[src/rtl/atu_pkg.sv]
// atu_pkg: shared state and status encodings for the antenna tuner handshake
package atu_pkg;
  typedef enum logic [1:0] {IDLE, START, WAIT_ACK, TUNING} atu_state_t;
  localparam logic [1:0] ATU_OK = 2'd0;
  localparam logic [1:0] ATU_ACK_TO = 2'd1;
  localparam logic [1:0] ATU_TUNE_TO = 2'd2;
  localparam logic [1:0] ATU_ABORT = 2'd3;
endpackage

[src/rtl/atu_debounce.sv]
// atu_debounce: synchronizes the active-low ack pin and debounces it on ms ticks
module atu_debounce #(
  parameter int DEB_MS = 2
) (
  input  logic clk,
  input  logic rst,
  input  logic tick,
  input  logic atu_ack,
  output logic ack_d
);
  localparam int CW = $clog2(DEB_MS + 1);
  logic [1:0] sync;
  logic [CW-1:0] cnt;
  logic ack_s;
  logic hit;
  assign ack_s = ~sync[1];
  assign hit = cnt == CW'(DEB_MS);
  // DEB_MS+1 ticks inside the mismatch window guarantee DEB_MS whole ms of stability
  always_ff @(posedge clk or posedge rst)
    if (rst) begin
      sync <= 2'b11;
      cnt <= '0;
      ack_d <= 1'b0;
    end else begin
      sync <= {sync[0], atu_ack};
      if (ack_s == ack_d) cnt <= '0;
      else if (tick) begin
        cnt <= hit ? '0 : cnt + 1'b1;
        ack_d <= hit ? ack_s : ack_d;
      end
    end
endmodule

[src/rtl/atu_handshake.sv]
// atu_handshake: sequences the antenna tuner request/ack pins and tune carrier
module atu_handshake
  import atu_pkg::*;
#(
  parameter int CLK_KHZ = 76800,
  parameter int REQ_MS = 300,
  parameter int ACK_WAIT_MS = 1000,
  parameter int TUNE_MS = 10000,
  parameter int DEB_MS = 2
) (
  input  logic       clk,
  input  logic       rst,
  input  logic       tune_start,
  input  logic       tune_abort,
  input  logic       atu_ack,
  output logic       atu_req,
  output logic       tune_carrier,
  output logic       busy,
  output logic       done,
  output logic [1:0] status
);
  localparam int PW = $clog2(CLK_KHZ);
  logic [PW-1:0] pre;
  logic tick;
  logic ack_d;
  logic [15:0] ms;
  atu_state_t state;
  assign tick = pre == PW'(CLK_KHZ - 1);
  always_ff @(posedge clk or posedge rst)
    if (rst) pre <= '0;
    else pre <= tick ? '0 : pre + 1'b1;
  atu_debounce #(.DEB_MS(DEB_MS)) u_deb (
    .clk(clk),
    .rst(rst),
    .tick(tick),
    .atu_ack(atu_ack),
    .ack_d(ack_d)
  );
  always_ff @(posedge clk or posedge rst)
    if (rst) begin
      state <= IDLE;
      atu_req <= 1'b0;
      tune_carrier <= 1'b0;
      busy <= 1'b0;
      done <= 1'b0;
      status <= ATU_OK;
      ms <= '0;
    end else begin
      done <= 1'b0;
      ms <= (tick && ms != 16'hFFFF) ? ms + 16'd1 : ms;
      if (state != IDLE && tune_abort) begin
        state <= IDLE;
        atu_req <= 1'b0;
        tune_carrier <= 1'b0;
        busy <= 1'b0;
        status <= ATU_ABORT;
        ms <= '0;
      end else
        case (state)
          IDLE:
            if (tune_start) begin
              state <= START;
              atu_req <= 1'b1;
              busy <= 1'b1;
              status <= ATU_OK;
              ms <= '0;
            end
          START:
            if (ms == 16'(REQ_MS)) begin
              state <= WAIT_ACK;
              atu_req <= 1'b0;
              ms <= '0;
            end
          WAIT_ACK:
            if (ack_d) begin
              state <= TUNING;
              tune_carrier <= 1'b1;
              ms <= '0;
            end else if (ms == 16'(ACK_WAIT_MS)) begin
              state <= IDLE;
              busy <= 1'b0;
              status <= ATU_ACK_TO;
              ms <= '0;
            end
          TUNING:
            if (!ack_d || ms == 16'(TUNE_MS)) begin
              state <= IDLE;
              tune_carrier <= 1'b0;
              busy <= 1'b0;
              done <= !ack_d;
              status <= ack_d ? ATU_TUNE_TO : ATU_OK;
              ms <= '0;
            end
        endcase
    end
endmodule
[config.mk]
export PLATFORM = sky130hd
export DESIGN_NAME = atu_handshake
export DESIGN_NICKNAME = d
export VERILOG_FILES = /design/src/rtl/atu_pkg.sv /design/src/rtl/atu_debounce.sv /design/src/rtl/atu_handshake.sv
export SDC_FILE = /design/constraint.sdc
export NUM_CORES = 1
export LEC_CHECK = 0
export ABC_AREA = 1
export CAP_MARGIN = 20
export CORE_MARGIN = 3
export CORE_UTILIZATION = 40
export DETAILED_ROUTE_END_ITERATION = 6
export GPL_ROUTABILITY_DRIVEN = 0
export PLACE_DENSITY_LB_ADDON = 0.1
export SLEW_MARGIN = 10
export SYNTH_ARGS = -nofsm -noshare
export SYNTH_HDL_FRONTEND = slang
export SYNTH_SLANG_ARGS = --single-unit
[constraint.sdc]
create_clock -name clk -period 2.89 [get_ports clk]
set_input_delay 0.578 -clock clk [delete_from_list [all_inputs] [get_ports clk]]
set_output_delay 0.578 -clock clk [all_outputs]
set_load 0.01 [all_outputs]
# Word level (Yosys, flattened, before mapping)

Cells that the tools add are included.

$add $sub $neg: 3
Equality and inequality tests: 17
Mux-type cells: 41
Bitwise operators: 2
Reduce and logical (&&, ||, !) cells: 15

Operator list:

| kind                                                                     | number |
|---|---|
| 16-bit two-way mux                                                       | 7 |
| 16-bit case mux with 4 select lines                                      | 1 |
| 2-bit two-way mux                                                        | 15 |
| 17-bit by 1-bit adder with 17-bit output (second input constant)         | 1 |
| 17-bit == test (second input constant)                                   | 1 |
| 17-bit two-way mux                                                       | 1 |
| 16-bit by 1-bit adder with 16-bit output (second input constant)         | 1 |
| 16-bit by 10-bit == test with 1-bit output (second input constant)       | 1 |
| 16-bit by 14-bit == test with 1-bit output (second input constant)       | 1 |
| 16-bit by 9-bit == test with 1-bit output (second input constant)        | 1 |
| 16-bit inequality test (second input constant)                           | 1 |
| 3-bit inequality test (second input constant)                            | 5 |
| 1-bit two-way mux                                                        | 12 |
| 3-bit AND reduction                                                      | 3 |
| 2-bit case mux with 4 select lines                                       | 1 |
| 2-bit == test (second input constant)                                    | 3 |
| 2-bit case mux with 3 select lines                                       | 1 |
| 3-bit nonzero test                                                       | 2 |
| 5-bit AND reduction                                                      | 1 |
| 4-bit by 3-bit inequality test with 1-bit output (second input constant) | 1 |
| 1-bit case mux with 2 select lines                                       | 2 |
| 4-bit AND reduction                                                      | 1 |
| 2-bit nonzero test                                                       | 2 |
| 4-bit nonzero test                                                       | 1 |
| other kinds (10)                                                         | 12 |

Flip-flop bits (word level): 46
Bits of input ports: 5
Logic and storage cells: 89

# Depth between registers and ports, before layout

Word-level depth: 7
Depth in mapped cells: 12

# By module

Synthesis repeated with hierarchy kept, for this count alone.

Cells, all modules: 384
Area total of the unflattened synthesis: 2723.9 µm²

Modules (own cells, without submodules):

| module        | times used | cells each | area an instance (µm²) | seq. area each (µm²) |
|---|---|---|---|---|
| atu_handshake | 1          | 359        | 2512.4                 | 1026.0 |
| atu_debounce  | 1          | 25         | 211.5                  | 127.6 |

# Least setup slack after synthesis

Ideal clock, no wire load.

Path kind: register to register
Start: reg ms[0]
End: reg ms[1]
Setup time: 120 ps
Arrival time: 1446 ps
Data required time: 2770 ps
Setup slack: 1324 ps
Cell stages (with the launch flop): 13
Path buffers: 1
Clock period less this slack: 1566 ps
Cell sequence: dfrtp_1 inv_1 ha_1 nand2_1 inv_1 nand2_1 nor2_1 nand2_1 nand3_1 nand2_2 nor2_4 buf_6 nor2_1

Word-level cells in the longest chain between the ends: 7
Elaborated cells on any way between the ends: 15
Those cells by class: add/sub: 1; eq/ne: 4; mux: 8; reduce/logical: 2

RTL lines:

| element                                                                          | line                | source |
|---|---|---|
| start: declaration                                                               | atu_handshake.sv:26 | `logic [15:0] ms;` |
| start signal: assignment                                                         | atu_handshake.sv:50 | `ms <= (tick && ms != 16'hFFFF) ? ms + 16'd1 : ms;` |
| branches (longest 5 deep; another with 16-bit by 1-bit adder with 16-bit output) | --                  |  |
| 16-bit case mux with 4 select lines (*)                                          | atu_handshake.sv:59 | `case (state)` |
| 16-bit two-way mux (*)                                                           | atu_handshake.sv:51 | `if (state != IDLE && tune_abort) begin` |

Every way passes the cells marked *.
A chain may end at the register's enable or synchronous reset.

# Final worst setup path

Start: reg ms[0]
End: reg ms[7]

Same word-level chain as after synthesis.

==> impl_summary.md <==
Run status
The flow ran to the end, and the final reports show no timing, DRC or antenna violations.

Synth
Each instance of the synthesized netlist takes up on average 7.164 µm². The area of the mapped netlist is 0.002823 mm². Synthesis produced a netlist with a net count of 402. After synthesis the netlist holds a flip-flop and latch count of 46.

The Yosys warning count is 0. Synthesis handed over a netlist of 394 instances. For this run, the register share of the synthesized area comes to 0.4087. The netlist uses 31 different library cells.

Worst setup path
The endpoint kind of the worst setup timing path is a register. The critical setup path kind is register to register. Among all stages on the critical path, the largest delay is contributed by sky130_fd_sc_hd__dfrtp_1. For the worst setup path, the data arrival time is 2.17 ns. The delay contributed by the slowest stage of the critical path is 0.45 ns. Counting both buffers and inverters, the worst setup path holds a total of 2. Of all nets on the critical path, the largest fanout is 12.

The cell family contributing the most delay on the critical path is simple AND/OR/NAND/NOR gates. The kind of start point of the critical path is a register. The critical path goes through inv_1, ha_1, nand2_1, inv_1, nand2_1, nor2_1, nand2_1, nand3_1, nand2_2, nor2_4, nor2_1.

The critical path crosses 11 cells after its start point. The cell repeated most along the worst path is sky130_fd_sc_hd__nand2_1. The data required time at the worst endpoint is 3.07 ns. The cell count of the worst reg-to-reg path is 11.

Clock network
In this run the deepest clock path goes through 2 buffers. The TritonCTS clock tree is built. The count of hold-fix buffers inserted at cts is 0.

The register clock-pin slew on the reported worst setup and hold paths is 0.10 ns. The deepest level of the CTS H-tree is 2. The count of cells resized by post-cts repair is 0. The tree built by TritonCTS fans out to 46 sinks. The worst-skew pair later-pin latency is 0.30 ns. The root cell of the clock tree is sky130_fd_sc_hd__clkbuf_8.

The number of buffers added for setup after CTS is 0. The total clock buffers created by CTS is 5.

STA
The maximum clock skew at final layout is 0.01201 ns. The count of endpoints failing hold in the final timing report was 0. Setup violations remaining at the end of the flow were counted as 0. Setup repair after global routing left no endpoint under its margin.

For the pin with the worst max-slew slack, the measured transition is 0.5304 ns. Counting I/O delays and the setup requirement, the final critical path takes 1.990 ns. The worst pin sits at a relative slew slack of 0.6459. Derived from the worst setup path, the maximum achievable clock frequency is 502.6 MHz. The number of pins exceeding their max-slew limit in the final report came to 0.

The setup TNS after final layout is 0 ns. The final clock period utilization by the worst path is 0.6885.

Route
The detailed-route wire length is 5.975 mm. The post-detailed-route count of antenna-violating nets is 0. After detailed routing, the number of remaining DRC violations is 0.

The via total after detailed routing is 2365. The routed wirelength normalized by instance count is 11.93 µm. The detailed router's first-iteration violation count is 151. The average via count per standard cell is 4.721. The first detailed-routing pass took 5 iterations.

Hold path
Counting instances, the worst hold path has a depth of 0. The min-delay analysis places its worst path in the category register to register.

Placed design
Input and output buffers added on the ports amount to 10. In this run the cell area measured after placement is 0.003013 mm². The number of cells after detailed placement is 493. Detailed placement ended at an HPWL of 4.495 mm.

Power and ir drop
The total power divided by cell area is 494.2 mW/mm². The largest vdd supply drop is 0.2450 mV. Of the total power, combinational logic draws 0.265. In this run the static leakage power is 1.464 nW. The design draws 1.535 mW.

Of the total power, the clock network draws 0.271. The switching power is 535.0 µW. The total internal power is 999.8 µW. Of the total power, the share spent switching nets is 0.3486.

The share of total power dissipated in sequential elements is 0.464.

Die
The die extent in y is 90.01 µm. For this configuration, the core starts out at a cell density of 0.4274. 11 I/O pins were placed. Row generation in the floorplan step produced 29 rows. The die covers 0.008101 mm². The placeable core area is 0.006604 mm². The overall die width is 90.01 µm.

Run
The max-capacitance violation count is 0.

Cells and area
The number of antenna cells inserted is 0. The final non-filler cell total is 501. In the layout the commonest cells are 101 x sky130_fd_sc_hd__nand2_1, 72 x sky130_fd_sc_hd__nor2_1, 47 x sky130_fd_sc_hd__inv_1. The most common library cell in the layout ignoring fill and taps is sky130_fd_sc_hd__nand2_1. The finished layout cell area is 0.003105 mm². At the end of the flow, the number of nets in the layout was 415. In the final layout, the share of cells above drive strength 1 is 0.09314. Relative to the synthesized area, the layout overhead comes to 10.02%.

Global routing
The maximum number of pins on one net before global-route repair is 26. The number of global-route vias before repair is 2247. The wire length of the first global-routing pass is 10.60 mm. The all-layer global routing usage is 0.1574. For this run the aggregate overflow at the end of global routing stands at 0. The number of antenna violations at the first check in global routing is 0.
-- registers in the layout (all words and copies together), names as in the netlist --
signal and count:
atu_req 1, u_deb.cnt 2, done 1, tune_carrier 1
u_deb.ack_d 1, pre 17, state 2, status 2
u_deb.sync 2, busy 1, ms 16
-- metrics by stage --
stage,worst slack [ns],hold slack (ns),util
finish,0.9002,0.3629,0.4703
global placement,0.7403,0.3518,0.4562
floorplan,1.228,0.3452,-
detailed placement,0.7065,0.3475,0.4562
CTS,0.9180,0.3650,0.4703
global route,0.7660,0.3680,0.4703
-- synth_stat cells --
cell type	count	area [µm²]
sky130_fd_sc_hd__o21ai_0	16	80.08
sky130_fd_sc_hd__clkinv_1	1	3.750
sky130_fd_sc_hd__nand3b_1	2	15.01
sky130_fd_sc_hd__nor2_4	3	33.78
sky130_fd_sc_hd__nand2_1	101	379.1
sky130_fd_sc_hd__nand3_1	24	120.1
sky130_fd_sc_hd__buf_6	2	22.52
sky130_fd_sc_hd__and3_1	1	6.260
sky130_fd_sc_hd__nor2_2	7	43.79
sky130_fd_sc_hd__o22ai_1	1	6.260
sky130_fd_sc_hd__nor3_2	2	20.02
sky130_fd_sc_hd__inv_4	1	6.260
sky130_fd_sc_hd__a21oi_1	3	15.01
sky130_fd_sc_hd__nand4_1	12	75.07
sky130_fd_sc_hd__xnor2_1	3	26.28
sky130_fd_sc_hd__o21a_1	1	7.510
sky130_fd_sc_hd__o21bai_1	2	15.01
sky130_fd_sc_hd__nand2_4	2	22.52
sky130_fd_sc_hd__nor2_1	72	270.3
sky130_fd_sc_hd__inv_2	2	7.510
sky130_fd_sc_hd__buf_2	3	15.01
sky130_fd_sc_hd__xor2_1	18	157.7
sky130_fd_sc_hd__inv_1	48	180.2
sky130_fd_sc_hd__nor3_1	4	20.02
sky130_fd_sc_hd__nand2_2	7	43.79
sky130_fd_sc_hd__dfrtp_1	44	1101
sky130_fd_sc_hd__nand3_2	1	10.01
sky130_fd_sc_hd__clkbuf_1	1	3.750
sky130_fd_sc_hd__ha_1	3	37.54
sky130_fd_sc_hd__o21ai_1	5	25.02
sky130_fd_sc_hd__dfstp_2	2	52.55
-- logic make-up (layout without fill, tap and decap cells) --
kind of cell / count (synthesis) / count (layout) / share of synthesized area
flip-flops: 46 / 46 / 0.4087
XOR/XNOR: 21 / 21 / 0.06516
AND/OR/NAND/NOR: 238 / 238 / 0.3754
adder cells (fa/ha/maj): 3 / 3 / 0.01330
buffers and inverters: 58 / 72 / 0.08466
AO/OA/AOI/OAI: 28 / 28 / 0.05275
-- path summary, 6_finish.rpt --
check	startpoint	endpoint	slack, ns
max	ms[0]$_DFF_PP0_	ms[7]$_DFF_PP0_	0.90
max in group asynchronous	rst	u_deb.sync[0]$_DFF_PP1_	1.63
min in group asynchronous	rst	u_deb.cnt[1]$_DFFE_PP0P_	0.63
min reg2reg	u_deb.sync[0]$_DFF_PP1_	u_deb.sync[1]$_DFF_PP1_	0.36
max reg2reg	ms[0]$_DFF_PP0_	ms[7]$_DFF_PP0_	0.90
min	u_deb.sync[0]$_DFF_PP1_	u_deb.sync[1]$_DFF_PP1_	0.36
-- power by group through the flow --
| stage | sequential, mW | combinational (mW) | clock, mW |
|---|---|---|---|
| after floorplan | 0.732 | 0.290 | 0 |
| after global placement | 0.724 | 0.417 | 0 |
| after detailed placement | 0.725 | 0.410 | 0 |
| after global routing | 0.716 | 0.466 | 0.462 |
| after CTS | 0.712 | 0.413 | 0.436 |
| final | 0.712 | 0.407 | 0.416 |
-- worst register-to-register path, delay by kind of cell, from the launching register on --
family	cells	cell delay [ns]
buf+inv	2	0.13
simple gates	8	1.06
flops	1	0.45
fa+ha+maj	1	0.22
-- cell type report --
| cell class | count | area, µm² |
|---|---|---|
| sequential | 46 | 1154 |
| fill | 665 | 3498 |
| clock buffer | 5 | 68.82 |
| timing repair buffer | 12 | 115.1 |
| inverter | 52 | 197.7 |
| tap | 93 | 116.4 |
| multi-input combinational | 290 | 1430 |
| clock inverter | 3 | 23.77 |
-- routing by layer --
metal | share of wire | global-route usage | up-vias | wire (µm)
met1 | 0.53 | 0.2336 | 1076 | 3165
met3 | 0.038 | 0.02755 | 0 | 225
met5 | 0 | 0 | - | 0
li1 | - | - | 1248 | -
met2 | 0.43 | 0.2358 | 41 | 2584
met4 | 0 | 0.04082 | 0 | 0
Power figures use the tool's default switching activity.
